File: src/rtl/serial_pkg.sv
// Shared definitions for the serial number encoder/decoder pair.
//
// Contents:
//   SERIAL_NUMBER_BITS  - default width of the signed fixed-point number
//   SERIAL_NUMBER_BYTES - bytes needed to carry one number on the UART link
//   state_t             - decoder framing state (COLLECT / HOLD)
package serial_pkg;

  localparam int SERIAL_NUMBER_BITS  = 37;
  localparam int SERIAL_NUMBER_BYTES = (SERIAL_NUMBER_BITS + 7) / 8;

  typedef enum logic {
    COLLECT = 1'b0,
    HOLD    = 1'b1
  } state_t;

endpackage

File: src/rtl/serial_number_decoder.sv
// Reassembles a signed fixed-point number from little-endian UART bytes.
//
// Ports:
//   clk           - clock
//   reset         - synchronous, active-high reset
//   receive_byte  - byte from the UART receiver
//   receive_valid - one-cycle pulse qualifying receive_byte
//   num           - assembled signed number, stable while num_valid is high
//   num_valid     - high while num holds an unconsumed number
//   num_ready     - consumer takes num when num_valid && num_ready
//   frame_error   - one-cycle pulse when a partial number times out
//   overrun       - one-cycle pulse when a byte is dropped while holding
module serial_number_decoder
  import serial_pkg::*;
#(
  parameter int NUMBER_BITS     = SERIAL_NUMBER_BITS,
  parameter int NUMBER_BYTES    = SERIAL_NUMBER_BYTES,
  parameter int BYTE_INDEX_BITS = 3,
  parameter int TIMEOUT_CYCLES  = 1000000,
  parameter int TIMEOUT_BITS    = 20
) (
  input  logic                          clk,
  input  logic                          reset,
  input  logic [7:0]                    receive_byte,
  input  logic                          receive_valid,
  output logic signed [NUMBER_BITS-1:0] num,
  output logic                          num_valid,
  input  logic                          num_ready,
  output logic                          frame_error,
  output logic                          overrun
);

  localparam int ASM_W = NUMBER_BYTES * 8;

  state_t                        r_state;
  state_t                        w_state_next;
  logic [BYTE_INDEX_BITS-1:0]    r_byte_index;
  logic [TIMEOUT_BITS-1:0]       r_timeout;
  logic [ASM_W-1:0]              r_asm;
  logic [ASM_W-1:0]              w_asm_merged;
  logic signed [NUMBER_BITS-1:0] r_num;
  logic                          r_frame_error;
  logic                          r_overrun;

  logic w_consume;
  logic w_accept;
  logic w_drop;
  logic w_last;
  logic w_timeout_hit;

  // A byte arriving while a number is held is only taken if the held number
  // is consumed on the same edge; otherwise it is dropped as an overrun.
  assign w_consume     = (r_state == HOLD) && num_ready;
  assign w_accept      = receive_valid && ((r_state == COLLECT) || w_consume);
  assign w_drop        = receive_valid && (r_state == HOLD) && !num_ready;
  assign w_last        = w_accept &&
                         (r_byte_index == BYTE_INDEX_BITS'(NUMBER_BYTES - 1));
  // An arriving byte always wins over an expiring timeout.
  assign w_timeout_hit = (r_state == COLLECT) && !receive_valid &&
                         (r_byte_index != '0) &&
                         (r_timeout == TIMEOUT_BITS'(TIMEOUT_CYCLES - 1));

  // Assembly value including the byte arriving this cycle, so the final
  // byte can be loaded into num on the same edge it is accepted.
  always_comb begin
    w_asm_merged = r_asm;
    w_asm_merged[{r_byte_index, 3'b000} +: 8] = receive_byte;
  end

  // FSM: state register
  always_ff @(posedge clk) begin
    if (reset) begin
      r_state <= COLLECT;
    end else begin
      r_state <= w_state_next;
    end
  end

  // FSM: next-state logic
  always_comb begin
    w_state_next = r_state;
    case (r_state)
      COLLECT: if (w_last) w_state_next = HOLD;
      HOLD:    if (w_consume) w_state_next = w_last ? HOLD : COLLECT;
      default: w_state_next = COLLECT;
    endcase
  end

  // FSM: outputs
  always_comb begin
    num_valid   = (r_state == HOLD);
    num         = r_num;
    frame_error = r_frame_error;
    overrun     = r_overrun;
  end

  // Byte counter, timeout counter, assembly and result registers
  always_ff @(posedge clk) begin
    if (reset) begin
      r_byte_index  <= '0;
      r_timeout     <= '0;
      r_asm         <= '0;
      r_num         <= '0;
      r_frame_error <= 1'b0;
      r_overrun     <= 1'b0;
    end else begin
      r_frame_error <= w_timeout_hit;
      r_overrun     <= w_drop;

      if (w_accept) begin
        r_asm        <= w_asm_merged;
        r_timeout    <= '0;
        r_byte_index <= w_last ? '0 : r_byte_index + 1'b1;
      end else if (w_timeout_hit) begin
        r_byte_index <= '0;
        r_timeout    <= '0;
      end else if ((r_state == COLLECT) && (r_byte_index != '0)) begin
        r_timeout    <= r_timeout + 1'b1;
      end else begin
        r_timeout    <= '0;
      end

      // Bits above NUMBER_BITS in the final byte are simply truncated.
      if (w_last) begin
        r_num <= $signed(w_asm_merged[NUMBER_BITS-1:0]);
      end
    end
  end

endmodule

File: config.mk
export PLATFORM = sky130hd
export DESIGN_NAME = serial_number_decoder
export DESIGN_NICKNAME = d
export VERILOG_FILES = /design/src/rtl/serial_pkg.sv /design/src/rtl/serial_number_decoder.sv
export SDC_FILE = /design/constraint.sdc
export NUM_CORES = 1
export LEC_CHECK = 0
export BUFFER_PORTS_ARGS = -buffer_cell sky130_fd_sc_hd__buf_2
export CAP_MARGIN = 20
export CORE_UTILIZATION = 52
export DETAILED_ROUTE_END_ITERATION = 10
export PLACE_DENSITY = 0.82
export SYNTH_ARGS = -nofsm -noshare
export SYNTH_HDL_FRONTEND = slang
export SYNTH_SLANG_ARGS = --single-unit
export TNS_END_PERCENT = 10
File: constraint.sdc
create_clock -name clk -period 2.3 [get_ports clk]
set_input_delay 0.23 -clock clk [delete_from_list [all_inputs] [get_ports clk]]
set_output_delay 0.23 -clock clk [all_outputs]
set_load 0.1 [all_outputs]
==> impl_metrics.toml <==
[synth]
synthesis.nets = 533
yosysTopAreaCell = "dfxtp_1"
synth_area_leaders = "dfxtp_1 (45%), nor2_1 (6.5%), mux2i_1 (5.2%)"
synth_edf_count = 0
ys_ff_latch = 100
syn_area_sq_um = 4440
ys_warn_count = 0
syn-mean-instance-area_sq_um = 8.67
synth_commonest_cells = "dfxtp_1 (100), nor2_1 (77), nand2_1 (50)"
synthArstFlopShare_pct = 0
synthCells = 512
synthFlopType = "dfxtp_1"
synthDistinctLibCells = 53
ys_seq_area_share_pct = 45.1
netlist.area_leader.share_pct = 45.1
post-synth-top-count-cell = "dfxtp_1"

[global_route]
antenna_found_initial = 0
grt_max_degree = 47
first_global_vias = 3626
overflow = 0
grt_pass1_wl_um = 16600
grt_use_total_pct = 24.0

[setup_path]
arrival_ns = 2.49
rr_startpoint = "r_byte_index[0]"
r2r_cells = 8
critPathBufInv = 2
crit_top_cell = "ha_1"
worstSetupStartpointType = "flop"
crit_family = "simple AND/OR/NAND/NOR gates"
worstSetupPathType = "reg -> reg"
crit_path_top_delay_cell = "or4b_1"
critPathMaxStageDelay_ns = 0.47
r2r_slack_ns = 0.07
cp-end-kind = "flop"
crit_chain = "inv_1 > ha_1 > ha_1 > or4b_1 > or3_4 > o21ai_4 > buf_12 > a21oi_1"
r2r-end = "r_timeout[15]"
cp.required_ns = 2.56
path_max_fanout = 20

[timing]
report.final.slew_viol_count = 0
fin_skew_ns = 0.0104
worstMarginPinSlew_ns = 0.646
fin_crit_ns = 2.23
finalHoldViolations = 0
setup_viol = 0
setup_slack_ns = 0.0696
hold_ws_ns = 0.202
max_freq_ghz = 0.448
tns_ns = 0
period_share_pct = 97.0
slew_headroom_pct = 56.9
rsz0062_at_grt = "no"

[clock_tree]
cts_hold_buf = 0
clk_pin_slew_ns = 0.10
clkLatencyLatePin_ns = 0.37
cts-htree-levels = 3
tritoncts = "built"
postCtsSetupBuffers = 0
root_buffer = "clkbuf_8"
cts_resized = 0
cts_num_sinks = 100
clock_path_buffers = 2
numCtsBuffers = 9

[finish]
stdcell_area_sq_um = 5080
fin_util_pct = 61.5
final_nets = 581
n_antenna_cell = 0
area_growth_pct = 14.5
drive_above_1_share_pct = 19.1

[placement]
io_buffers = 51
pre_cts_ws_ns = 0.0988
gp_congestion = 0.837
place_area_sq_um = 4880
dpl.hpwl_um = 7010

[die]
die_area_sq_um = 8910
io_pins = 52
num_rows = 33
die_w_um = 94.4
die_y_um = 94.4
start_util_pct = 53.8
fp.coreArea_sq_um = 8260

[detailed_routing]
wire_per_inst_um = 15.2
drt_first_pass_iters = 4
wl_um = 10200
vias_per_cell = 5.77
drtIter0Drc = 218
postRouteAntennaNets = 0
drcViolationCount = 0
vias = 3862

[status]
status = "finished clean"

[job]
maxCapViolCount = 0

[worst_hold_path]
min_path_type = "in -> reg"
holdPathEnd = "num_valid"
holdPathStages = 3
hp-start = "receive_valid"

[power_and_ir_drop]
p_per_area_nw_per_um2 = 628
p_leak_nw = 1.95
peakVddDrop_uv = 300
[cell usage in the layout (no fill, tap or decap), drive strengths merged, types with 4 or more instances in the layout]
cell type | netlist | final
clkbuf | 26 | 11
nor3 | 28 | 28
o211a | 5 | 5
ha | 9 | 9
nor4 | 4 | 4
nand2 | 50 | 50
inv | 6 | 7
dfxtp | 100 | 100
mux2i | 23 | 23
a311oi | 8 | 8
a21oi | 30 | 30
a22o | 4 | 4
or4 | 4 | 4
and3 | 4 | 4
nor2 | 77 | 77
nand4 | 13 | 13
nand3 | 32 | 32
or3 | 5 | 5
buf | 12 | 75
xor2 | 5 | 5
xnor2 | 7 | 7
a211oi | 17 | 17
[stage by stage]
stage / total power [W] / std cells
2_1_floorplan: 0.00203 / 512
3_3_place_gp: 0.00211 / 654
3_5_place_dp: 0.00212 / 654
4_1_cts: 0.00319 / 669
5_1_grt: 0.00329 / 669
6_report: 0.00319 / 669
[cells by family after synthesis]
group                    after synthesis  share of synthesized area (%)
AO/OA/AOI/OAI                         86                           14.3
multiplexers                          23                           5.19
flip-flops                           100                           45.1
adder cells (fa/ha/maj)                9                           2.54
buffers and inverters                 44                           4.09
XOR/XNOR                              12                           2.37
AND/OR/NAND/NOR                      238                           26.4
[power breakdown]
group | internal (W) | switching, W | total (W)
clock | 0.000487 | 0.000618 | 0.00111
sequential | 0.00175 | 0.0000118 | 0.00176
combinational | 0.000108 | 0.000212 | 0.000320
total | 0.00235 | 0.000842 | 0.00319
[layout make-up]
class | instances | area, sq um
Clock buffer | 11 | 163
Clock inverter | 4 | 30.0
Fill cell | 706 | 3180
Sequential cell | 100 | 2010
Inverter | 6 | 22.5
Timing Repair Buffer | 75 | 448
Multi-Input combinational cell | 368 | 2280
Tap cell | 105 | 131
[layer usage]
metal	global-route usage, %	wire (um)	vias to the layer above
met4	8.08	115	0
met3	5.07	662	14
met1	29.9	4480	1802
li1	-	-	1921
met5	0	0	-
met2	40.9	4920	125
[registers in the layout, indices dropped and copies added, names as in the netlist]
signal	count
frame_error	1
num	37
num_valid	1
overrun	1
r_asm	37
r_byte_index	3
r_timeout	20
[worst register-to-register path, stage by stage (launching register included)]
cell     delay, ns
dfxtp_4       0.35
inv_1         0.05
ha_1          0.24
ha_1          0.22
or4b_1        0.47
or3_4         0.42
o21ai_4       0.16
buf_12        0.17
a21oi_1       0.05
[worst max-delay path by stage]
stage                         start       endpoint  slack [ns]  depth (start not counted)
detailed placement  r_byte_index[0]  r_timeout[15]         0.1                          8
finish              r_byte_index[0]  r_timeout[15]        0.07                          8
CTS                 r_byte_index[0]      r_asm[34]        0.06                          8
global route        r_byte_index[1]        num[14]       0.008                          7
floorplan           r_byte_index[0]      r_asm[16]       0.009                         10
global placement    r_byte_index[0]  r_timeout[15]        0.15                          8
Note: power is estimated with default switching activity, not from simulation.
